--- src/rtl/pipe_addsub_if.sv ---
// Operand/result bundle for pipe_addsub: operand beat with valid/ready in, result beat with flags out.
interface pipe_addsub_if #(
   parameter int WIDTH = 32
);
   logic             in_valid;
   logic             in_ready;
   logic [WIDTH-1:0] a;
   logic [WIDTH-1:0] b;
   logic             ci;
   logic             sub;
   logic             sat;
   logic             out_valid;
   logic             out_ready;
   logic [WIDTH-1:0] s;
   logic             co;
   logic             ov;
   logic             zf;
   logic             nf;

   modport master (
      output in_valid, a, b, ci, sub, sat, out_ready,
      input  in_ready, out_valid, s, co, ov, zf, nf
   );

   modport slave (
      input  in_valid, a, b, ci, sub, sat, out_ready,
      output in_ready, out_valid, s, co, ov, zf, nf
   );
endinterface

--- src/rtl/pipe_addsub.sv ---
// Segmented add/sub, one SEG-bit slice per stage with the carry registered between stages; latency WIDTH/SEG cycles.
// Backpressure: every stage holds while a result waits unconsumed; in_ready = !out_valid || out_ready.
module pipe_addsub #(
   parameter int WIDTH = 32,
   parameter int SEG   = 8
) (
   input logic          clk,
   input logic          rst,
   pipe_addsub_if.slave bus
);
   localparam int STAGES = WIDTH / SEG;
   localparam int LAST   = STAGES - 1;

   if (SEG < 1 || (WIDTH % SEG) != 0) begin : g_bad_seg
      $error("pipe_addsub: WIDTH must be a positive multiple of SEG");
   end

   if ($bits(bus.a) != WIDTH) begin : g_bad_if
      $error("pipe_addsub: interface WIDTH does not match module WIDTH");
   end

   logic             en;
   logic [WIDTH-1:0] bx_in;
   logic             cix_in;

   logic             st_vld [STAGES];
   logic             st_cy  [STAGES];
   logic             st_sat [STAGES];
   logic [WIDTH-1:0] st_sum [STAGES];
   logic [WIDTH-1:0] st_a   [STAGES];
   logic [WIDTH-1:0] st_bx  [STAGES];

   logic [SEG:0]     seg_res [STAGES];
   logic [WIDTH-1:0] nxt_sum [STAGES];

   logic [WIDTH-1:0] fin_sum;
   logic [WIDTH-1:0] sat_val;
   logic [WIDTH-1:0] res;
   logic             a_msb;
   logic             bx_msb;
   logic             ovf;

   // Slice k is added in stage k+1; slice 0 comes straight from the operand bus.
   always_comb begin
      for (int k = 0; k < STAGES; k++) begin
         seg_res[k] = '0;
         nxt_sum[k] = '0;
      end
      bx_in  = bus.b ^ {WIDTH{bus.sub}};
      cix_in = bus.ci ^ bus.sub;

      seg_res[0] = {1'b0, bus.a[SEG-1:0]} + {1'b0, bx_in[SEG-1:0]} + {{SEG{1'b0}}, cix_in};
      nxt_sum[0][SEG-1:0] = seg_res[0][SEG-1:0];

      for (int k = 1; k < STAGES; k++) begin
         seg_res[k] = {1'b0, st_a[k-1][k*SEG +: SEG]}
                    + {1'b0, st_bx[k-1][k*SEG +: SEG]}
                    + {{SEG{1'b0}}, st_cy[k-1]};
         nxt_sum[k] = st_sum[k-1];
         nxt_sum[k][k*SEG +: SEG] = seg_res[k][SEG-1:0];
      end
   end

   always_ff @(posedge clk) begin
      if (rst) begin
         for (int k = 0; k < STAGES; k++) begin
            st_vld[k] <= 1'b0;
            st_cy[k]  <= 1'b0;
            st_sat[k] <= 1'b0;
            st_sum[k] <= '0;
            st_a[k]   <= '0;
            st_bx[k]  <= '0;
         end
      end else if (en) begin
         st_vld[0] <= bus.in_valid;
         if (bus.in_valid) begin
            st_sum[0] <= nxt_sum[0];
            st_cy[0]  <= seg_res[0][SEG];
            st_a[0]   <= bus.a;
            st_bx[0]  <= bx_in;
            st_sat[0] <= bus.sat;
         end
         // Bubbles travel with the stream; no stage is skipped or collapsed.
         for (int k = 1; k < STAGES; k++) begin
            st_vld[k] <= st_vld[k-1];
            st_sum[k] <= nxt_sum[k];
            st_cy[k]  <= seg_res[k][SEG];
            st_a[k]   <= st_a[k-1];
            st_bx[k]  <= st_bx[k-1];
            st_sat[k] <= st_sat[k-1];
         end
      end
   end

   assign fin_sum = st_sum[LAST];
   assign a_msb   = st_a[LAST][WIDTH-1];
   assign bx_msb  = st_bx[LAST][WIDTH-1];
   assign ovf     = (a_msb == bx_msb) && (fin_sum[WIDTH-1] != a_msb);

   // Clamp toward the sign of A: negative overflow saturates to min, positive to max.
   always_comb begin
      sat_val            = {WIDTH{~a_msb}};
      sat_val[WIDTH-1]   = a_msb;
      res                = (st_sat[LAST] && ovf) ? sat_val : fin_sum;
   end

   assign en            = !st_vld[LAST] || bus.out_ready;
   assign bus.in_ready  = en;
   assign bus.out_valid = st_vld[LAST];
   assign bus.s         = res;
   assign bus.co        = st_cy[LAST];
   assign bus.ov        = ovf;
   assign bus.zf        = (res == '0);
   assign bus.nf        = res[WIDTH-1];
endmodule
--- src/flat_wrapper.sv ---
// flat-port wrapper written by rule: the top's interface ports become plain ports
module pipe_addsub_flat 
#(
   parameter int WIDTH = 32,
   parameter int SEG   = 8
)
  (clk, rst, bus_in_valid, bus_a, bus_b, bus_ci, bus_sub, bus_sat, bus_out_ready, bus_in_ready, bus_out_valid, bus_s, bus_co, bus_ov, bus_zf, bus_nf);
  pipe_addsub_if #(.WIDTH(WIDTH)) bus_i ();
  input logic clk;
  input logic rst;
  input wire logic [$bits(bus_i.in_valid)-1:0] bus_in_valid;
  input wire logic [$bits(bus_i.a)-1:0] bus_a;
  input wire logic [$bits(bus_i.b)-1:0] bus_b;
  input wire logic [$bits(bus_i.ci)-1:0] bus_ci;
  input wire logic [$bits(bus_i.sub)-1:0] bus_sub;
  input wire logic [$bits(bus_i.sat)-1:0] bus_sat;
  input wire logic [$bits(bus_i.out_ready)-1:0] bus_out_ready;
  output wire logic [$bits(bus_i.in_ready)-1:0] bus_in_ready;
  output wire logic [$bits(bus_i.out_valid)-1:0] bus_out_valid;
  output wire logic [$bits(bus_i.s)-1:0] bus_s;
  output wire logic [$bits(bus_i.co)-1:0] bus_co;
  output wire logic [$bits(bus_i.ov)-1:0] bus_ov;
  output wire logic [$bits(bus_i.zf)-1:0] bus_zf;
  output wire logic [$bits(bus_i.nf)-1:0] bus_nf;
  assign bus_i.in_valid = bus_in_valid;
  assign bus_i.a = bus_a;
  assign bus_i.b = bus_b;
  assign bus_i.ci = bus_ci;
  assign bus_i.sub = bus_sub;
  assign bus_i.sat = bus_sat;
  assign bus_i.out_ready = bus_out_ready;
  assign bus_in_ready = bus_i.in_ready;
  assign bus_out_valid = bus_i.out_valid;
  assign bus_s = bus_i.s;
  assign bus_co = bus_i.co;
  assign bus_ov = bus_i.ov;
  assign bus_zf = bus_i.zf;
  assign bus_nf = bus_i.nf;
  pipe_addsub #(.WIDTH(WIDTH), .SEG(SEG)) u_core (.clk(clk), .rst(rst), .bus(bus_i));
endmodule
--- config.mk ---
export PLATFORM = sky130hd
export DESIGN_NAME = pipe_addsub_flat
export DESIGN_NICKNAME = d
export VERILOG_FILES = /design/src/rtl/pipe_addsub_if.sv /design/src/rtl/pipe_addsub.sv /design/src/flat_wrapper.sv
export SDC_FILE = /design/constraint.sdc
export NUM_CORES = 1
export LEC_CHECK = 0
export CAP_MARGIN = 20
export CORE_UTILIZATION = 40
export CTS_CLUSTER_SIZE = 28
export DETAILED_ROUTE_END_ITERATION = 8
export GPL_TIMING_DRIVEN = 0
export PLACE_DENSITY = 0.71
export SETUP_SLACK_MARGIN = 0.1
export SLEW_MARGIN = 30
export SYNTH_ARGS = -nofsm -noshare
export SYNTH_HDL_FRONTEND = slang
export SYNTH_SLANG_ARGS = --single-unit
--- constraint.sdc ---
create_clock -name clk -period 4.9 [get_ports clk]
set_clock_uncertainty 0.1 [all_clocks]
set_input_delay 0.49 -clock clk [delete_from_list [all_inputs] [get_ports clk]]
set_output_delay 0.49 -clock clk [all_outputs]
set_load 0.05 [all_outputs]
### After elaboration in Yosys (flattened, before gate mapping)

Memories as Yosys holds them, arrays and structs flattened.
Index checks and enable logic that the tools add are counted.

| storage, ports and cells | value |
|---|---|
| register bits after elaboration | 0 |
| bits in writable memories | 396 |
| output and inout bits | 38 |
| word-level logic and storage cells | 82 |
| memories | 6 |

| operators by class | value |
|---|---|
| add/subtract/negate cells | 8 |
| equality and inequality tests | 2 |
| muxes and demuxes | 34 |
| bitwise gates (word level) | 27 |
| reductions and logical operators | 5 |

Memories:

| memory | depth | bits a word | read ports | clocked after Yosys merged registers in | wr ports | RTL line | source |
|---|---|---|---|---|---|---|---|
| u_core.st_a | 4 | 32 | 4 | 0 | 4 | pipe_addsub.sv:30 | `logic [WIDTH-1:0] st_a [STAGES];` |
| u_core.st_bx | 4 | 32 | 4 | 0 | 4 | pipe_addsub.sv:31 | `logic [WIDTH-1:0] st_bx [STAGES];` |
| u_core.st_sum | 4 | 32 | 4 | 0 | 4 | pipe_addsub.sv:29 | `logic [WIDTH-1:0] st_sum [STAGES];` |
| u_core.st_cy | 4 | 1 | 4 | 0 | 4 | pipe_addsub.sv:27 | `logic st_cy [STAGES];` |
| u_core.st_sat | 4 | 1 | 4 | 0 | 4 | pipe_addsub.sv:28 | `logic st_sat [STAGES];` |
| u_core.st_vld | 4 | 1 | 4 | 0 | 4 | pipe_addsub.sv:26 | `logic st_vld [STAGES];` |

Operator list:

| cell | number |
|---|---|
| $mux 32 | 13 |
| $add 8x8->9 | 4 |
| $add 9x1->9 | 4 |
| $logic_not 32->1 | 1 |
| $xor 32x32->32 | 1 |
| $or 1x1->1 | 24 |
| $mux 1 | 21 |
| $logic_and 1x1->1 | 2 |
| $eq 1x1->1 | 1 |
| $logic_not 1->1 | 1 |
| $logic_or 1x1->1 | 1 |
| $ne 1x1->1 | 1 |
| $not 1->1 | 1 |
| $xor 1x1->1 | 1 |

### Longest topological paths before layout

An unclocked memory read counts as a cell.

| logic depth | value |
|---|---|
| word-level depth | 7 |
| gate-level depth with buffers | 10 |

### Worst setup path after synthesis

No wires, ideal clock.

| timing | value |
|---|---|
| kind | register -> register |
| start point | memory u_core.st_vld[3][0] (netlist: u_core.st_vld[0][3]) |
| end point | memory u_core.st_a[1][16], enable pin |
| data arrival time | 2.667 ns |
| path slack | 1.698 ns |
| stages on the path, launching flop included | 3 |
| buffers on the path | 0 |
| period minus slack after synthesis | 3.202 ns |
| cells stage by stage | edfxtp_1 -> nand2b_2 -> or2_2 |

RTL lines:

| element | RTL line |
|---|---|
| from (decl) | pipe_addsub.sv:26 |
| to (decl) | pipe_addsub.sv:30 |

==> impl_metrics.py <==
metrics = {
    "route": {
        "drcViolationCount": 0,
        "vias": 5138,
        "first_pass_iters": 4,
        "wirelength_um": 15600,
        "drtAntennaViolNets": 0,
        "post_drt_wl_per_cell_um": 14.4,
        "viasPerCell": 4.74,
        "drt_iter0_markers": 320,
    },
    "yosys": {
        "yosysUniqueCellTypes": 53,
        "synth_top_cell_by_area": "edfxtp_1",
        "synth_edf_count": 190,
        "synth_xor_area_share_pct": 4.42,
        "synth_top_family_by_area": "simple AND/OR/NAND/NOR gates",
        "synth_top_area_share_pct": 64.0,
        "synth_area_per_cell_sq_um": 13.5,
        "synthSimpleGateAreaFrac_pct": 16.2,
        "netlist_top_cells_area": "edfxtp_1 64%, and2_1 7.6%, ha_1 3.9%",
        "synth-compound-area-share_pct": 6.93,
        "synth_seq_cells": 190,
        "synth_fa_ha_area_share_pct": 5.73,
        "synth_ff_type": "edfxtp_1",
        "syn-num-nets": 768,
        "seq_area_frac_synth_pct": 64.0,
        "netlist_area_sq_um": 8910,
        "syn_inst": 661,
        "synthMuxAreaShare_pct": 0.239,
        "async_reset_ff_share_pct": 0,
        "yosys_warnings": 0,
    },
    "critical_path": {
        "r2r_cells": 7,
        "rr_startpoint": "u_core.st_a[1][16]",
        "cp.arrival_ns": 2.69,
        "reg2reg_slack_ns": 2.52,
        "critPathKind": "flip-flop to primary output",
        "r2r_end": "u_core.st_cy[0][2]",
        "cp-end-kind": "primary output",
        "cp.required_ns": 4.31,
        "worstSetupStartpointType": "flip-flop",
        "critPathMaxFanout": 2,
    },
    "sta": {
        "slew_viol_final": 0,
        "fmax_mhz": 305,
        "period_minus_slack_ns": 3.28,
        "hold_viol_final": 0,
        "rsz0062_at_grt": "no",
        "relSlewSlack_pct": 56.2,
        "setup_viol": 0,
        "setup_tns_ns": 0,
        "min_period_over_period_pct": 66.9,
        "worst_pin_slew_ns": 0.658,
    },
    "power_and_ir_drop": {
        "combPwrFrac_pct": 13.2,
        "power.density_nw_per_um2": 342,
        "p_int_mw": 2.89,
        "p_seq_share_pct": 51.8,
        "cellLeakagePower_nw": 4.71,
        "netSwitchingFraction_pct": 23.3,
        "power_switching_uw": 875,
        "pwr-share-clk_pct": 35.0,
        "total_power_mw": 3.76,
        "vdd_drop_max_mv": 0.253,
    },
    "floorplanning": {
        "die_h_um": 151,
        "coreArea_sq_um": 21800,
        "ios": 109,
        "dieWidth_um": 151,
        "die-area_sq_um": 22900,
        "fp-row-count": 54,
        "initial_core_util_pct": 40.8,
    },
    "clocking": {
        "clock_latency_ns": 0.43,
        "cts.sinks": 190,
        "post_cts_buffers": 0,
        "clock_path_buffers": 2,
        "hold_buffers": 0,
        "htree_levels": 4,
        "cts_buffers": 17,
        "clk_pin_slew_ns": 0.06,
        "cts_tree": "done",
        "clockRootBuffer": "clkbuf_16",
        "cts.repair.resized": 0,
    },
    "grt": {
        "antenna_found_initial": 0,
        "grt_pass1_wl_um": 24700,
        "grt_max_degree": 51,
        "gr-usage-met3_pct": 3.55,
        "grt_use_met2_pct": 24.8,
        "grt_pass1_vias": 4951,
        "grt_use_met1_pct": 18.2,
        "top_usage_layer": "met2",
        "track_usage_pct": 14.5,
        "grt-ovfl-total": 0,
    },
    "layout": {
        "multi_input_area_sq_um": 2990,
        "final_nets": 898,
        "fin_area_sq_um": 11000,
        "fin_cells": 1083,
        "antennaDiodeCount": 0,
        "seqCellArea_sq_um": 5710,
        "utilization_pct": 50.4,
        "area_delta_synth_final_pct": 23.4,
        "nFillCells": 1865,
        "drive_gt1_share_pct": 8.47,
    },
    "placed_design": {
        "io_buffers": 107,
        "place_area_sq_um": 10400,
        "dp_hpwl_um": 11500,
        "place.gp.congestion": 0.823,
        "dp_cells": 1052,
    },
    "run_status": {
        "status": "finished clean",
    },
    "hold_path": {
        "hold-path-cell-count": 1,
        "hp-class": "flip-flop to flip-flop",
        "hold_path_end": "u_core.st_sum[0][35]",
        "holdCritStartpoint": "u_core.st_sum[0][3]",
    },
    "run": {
        "drv_cap": 0,
    },
}
power by group through the flow:
| stage | registers [mW] | logic [mW] | clock network [mW] |
|---|---|---|---|
| 2_1_floorplan | 1.97 | 0.325 | 0 |
| 3_3_place_gp | 1.98 | 0.488 | 0 |
| 3_5_place_dp | 1.98 | 0.499 | 0 |
| 4_1_cts | 1.95 | 0.502 | 1.34 |
| 5_1_grt | 1.96 | 0.543 | 1.41 |
| 6_report | 1.95 | 0.496 | 1.32 |
cells in the final DEF, fill, tap and decap left out, drive strengths merged, types with 25 or more instances in the layout:
cell / count
a21o: 36
and2: 108
and3: 27
buf: 25
clkbuf: 31
clkdlybuf4s50: 107
edfxtp: 190
ha: 28
nor2: 52
xnor2: 28
cell type report:
class                   instances  share of cell area [%]
flip-flops and latches        190                    51.9
multi-input cells             421                    27.2
plain buffers                  35                    1.52
clock inverters                14                    1.30
repair buffers                111                    10.5
clock buffers                  17                    3.87
inverters                      15                   0.512
well taps                     280                    3.18
per-layer routing:
| layer | part of all wire, % | vias up |
|---|---|---|
| met5 | 0 | - |
| met4 | 1.4 | 0 |
| met3 | 5.2 | 20 |
| met2 | 49 | 115 |
| met1 | 44 | 2367 |
| li1 | - | 2636 |
sequential cells by signal (all words and copies together) (netlist names):
register / count
u_core.st_sum: 80
u_core.st_a: 49
u_core.st_bx: 49
u_core.st_cy: 4
u_core.st_sat: 4
u_core.st_vld: 4
stage by stage:
step	hold WS, ns	setup WS (ns)
3_5_place_dp	0.402	1.29
5_1_grt	0.427	1.46
2_1_floorplan	0.397	1.70
3_3_place_gp	0.399	0.810
6_report	0.415	1.62
4_1_cts	0.414	1.57
synth_stat cells, drive strengths merged (14+ instances only):
master,number
edfxtp,190
nor2,52
ha,28
xor2,17
a21o,36
o21ai,18
inv,15
xnor2,28
buf,21
and2,108
and3,27
clkbuf,14
how the worst max path moves through the flow:
| stage | from | slack [ns] | endpoint |
|---|---|---|---|
| after floorplan | u_core.st_vld[0][3] | 1.70 | u_core.st_a[1][16] |
| after global placement | bus_in_valid | 0.81 | u_core.st_a[0][25] |
| after detailed placement | bus_sub | 1.29 | u_core.st_cy[0][0] |
| after CTS | u_core.st_sum[0][105] | 1.57 | bus_zf |
| after global routing | u_core.st_sum[0][105] | 1.46 | bus_zf |
| final | u_core.st_sum[0][105] | 1.62 | bus_zf |
worst max-delay path: stages (launching register included):
cell,delay [ns]
edfxtp_1,0.39
or4_4,0.55
nor4_2,0.13
nand4_1,0.16
a211oi_2,0.19
clkdlybuf4s50_1,0.83
logic make-up (layout without fill, tap and decap cells):
kind of cell | Yosys count | after routing
AOI/OAI and AO/OA | 87 | 87
xor gates and xnor gates | 45 | 45
adders and majority gates | 36 | 36
buffers and inverters | 50 | 192
DFF | 190 | 190
muxes | 2 | 2
and+or+nand+nor | 251 | 251
No activity file was read; power rests on OpenSTA's default activity.
==> variant, RTL diff (same flow settings) <==
`WIDTH` is set to 32 in 3 places; all go to 64.
--- a/src/rtl/pipe_addsub_if.sv
+++ b/src/rtl/pipe_addsub_if.sv
@@ -2,3 +2,3 @@
 interface pipe_addsub_if #(
-   parameter int WIDTH = 32
+   parameter int WIDTH = 64
 );
--- a/src/rtl/pipe_addsub.sv
+++ b/src/rtl/pipe_addsub.sv
@@ -3,3 +3,3 @@
 module pipe_addsub #(
-   parameter int WIDTH = 32,
+   parameter int WIDTH = 64,
    parameter int SEG   = 8
--- a/src/flat_wrapper.sv
+++ b/src/flat_wrapper.sv
@@ -3,3 +3,3 @@
 #(
-   parameter int WIDTH = 32,
+   parameter int WIDTH = 64,
    parameter int SEG   = 8
Interface: changed (resized bus_a, bus_b and bus_s); port bits go from 109 to 205. No check against the original RTL was run, so the function may have changed too.
==> variant against the unedited design <==
Design area rose to 3.4 times the old value. Power grew to 3.6 times the old value. Sequential cell count rose by 572. Sequential share of layout area rose by 9.0 points. Worst setup slack got worse by 710 ps. Highest routed layer unchanged. Global-route usage fell by 0.53 points. Routed wire length rose to 3.6 times the old value. Largest power group unchanged. Register-to-register slack got worse by 480 ps. Area after synthesis rose to 3.6 times the old value.
==> variant: results (changes against the unedited design) <==
[detailed_routing]
drt-initial-drc-count=832  ; +160%
wl_per_cell_um=16.1  ; +12%
viasPerCell=4.65  ; -2.1%

[pwr]
p_leak_nw=15.6  ; +230%
ir_drop_mv=0.242  ; -4.5%
intPower_mw=10.7  ; +270%

[global_routing]
grt_max_degree=53  ; +3.9%
grt_pass1_vias=16681  ; +240%
grt_usage_pct=14.0  ; -0.53 points
grt_pass1_wl_mm=87.9  ; +260%

[logic_synthesis]
synth_area_leaders=edfxtp_1, and2_1, nor2b_1
async_flop_share_pct=0  ; unchanged
ys_types=51  ; -3.8%
synth_edf_count=762  ; +300%
synthTopCellsByCount=edfxtp_1, and2_1, nor2b_1, nor2_1, clkbuf_1

[sta]
max_slew_margin_pct=46.6  ; -9.6 points
slew_viol_final=0  ; unchanged

[placement]
dpl_cell_area_um2=35400  ; +240%
hpwl_mm=41.4  ; +260%
place_congestion=0.887  ; +7.7%
io_buffers=202  ; +89%

[critical_path]
rrSetupSlack_ps=2040  ; -480 ps
slowest_delay_ps=890  ; +60 ps
crit_arrival_ps=3400  ; +710 ps

[final_layout]
fillers=6389  ; +240%
fin_nets=2619  ; +190%
final_layout_size_suffix_gt1_share_pct=5.81  ; -2.7 points
top_regs=u_core.st_sum (288), u_core.st_a (225), u_core.st_bx (225)

[clock_network]
htreeDepth=3  ; -1
cts_buffer_depth=3  ; +1
insertion_delay_ps=600  ; +170 ps

[worst_hold_path]
hp-class=primary input to flip-flop

[status]
outcome=finished, final reports clean

-- variant: cell types whose count changed after synthesis, sizes merged, moves of 12 or more --
cell	delta
nor2b	+133
edfxtp	+572
and2	+348
inv	+19
and3	+33
xnor2	+34
clkbuf	+74
o21ai	+15
a21oi	+12
ha	+28
nor2	+52
a21o	+34
-- variant: path summary, 6_finish.rpt --
path,start,endpoint,cells past startpoint
setup / recovery,u_core.st_sum[0][491]$_SDFFCE_PP0P_,bus_zf,5
hold reg to reg,u_core.st_a[0][236]$_SDFFCE_PN0P_,u_core.st_a[1][44]$_SDFFCE_PN0P_,1
hold / removal,rst,u_core.st_a[1][255]$_SDFFCE_PP0P_,3
setup reg to reg,u_core.st_vld[1][3]$_SDFFCE_PP0P_,u_core.st_sum[0][222]$_SDFFCE_PN0P_,6
-- variant: metal layers --
metal / up-vias / GRT usage [%] / share of wire, %
li1: 8138 / - / -
met1: 7704 / 16.2 / 42
met2: 334 / 25.2 / 51
met3: 106 / 2.39 / 3.8
met4: 0 / 6.35 / 3.6
met5: - / 0 / 0
-- variant: stage by stage --
step / cells / hold WS (ps) / setup WS (ps) / TNS [ps] / utilization, %
finish: 3504 / 368 / 912 / 0 / 48.2
CTS: 3503 / 350 / 840 / 0 / 48.2
global placement: 3364 / 399 / -2710 / -1870580 / 45.0
detailed placement: 3379 / 401 / 1280 / 0 / 45.4
global route: 3503 / 360 / 817 / 0 / 48.2
floorplan: 2122 / 397 / -1230 / -788590 / -
-- variant: kinds of logic (layout without fill, tap and decap cells) --
| group | after synthesis | after routing | synth area share (%) |
|---|---|---|---|
| fa+ha+maj | 72 | 72 | 3.22 |
| xor+xnor | 87 | 87 | 2.40 |
| buf+inv | 146 | 487 | 1.81 |
| compound gates | 176 | 176 | 3.81 |
| mux | 3 | 3 | 0.0947 |
| simple gates | 876 | 876 | 16.5 |
| flops | 762 | 762 | 72.2 |
| other cells | 0 | 1 | 0 |
-- variant: worst reg2reg max path, stage by stage (launching register included) --
cell      delay (ps)
edfxtp_1         510
nand2b_4         180
and2b_1          240
clkbuf_1         640
clkbuf_1         630
o21ai_0          250
nand3_1          160
-- variant: power by group through the flow --
| stage | combinational (mW) | sequential [mW] | clock, mW |
|---|---|---|---|
| after detailed placement | 0.732 | 7.61 | 0 |
| after global placement | 0.706 | 7.61 | 0 |
| after CTS | 0.735 | 7.47 | 5.32 |
| after global routing | 0.795 | 7.49 | 5.57 |
| final | 0.721 | 7.47 | 5.21 |
| after floorplan | 0.437 | 7.59 | 0 |
-- variant: final cells by class --
cell class,instances,area share [%]
repair buffers,217,6.26
multi-input cells,1214,22.0
clock inverters,35,0.772
plain buffers,112,1.27
well taps,1040,3.46
flip-flops and latches,762,60.9
inverters,34,0.339
diodes,1,0.00666
clock buffers,89,5.08
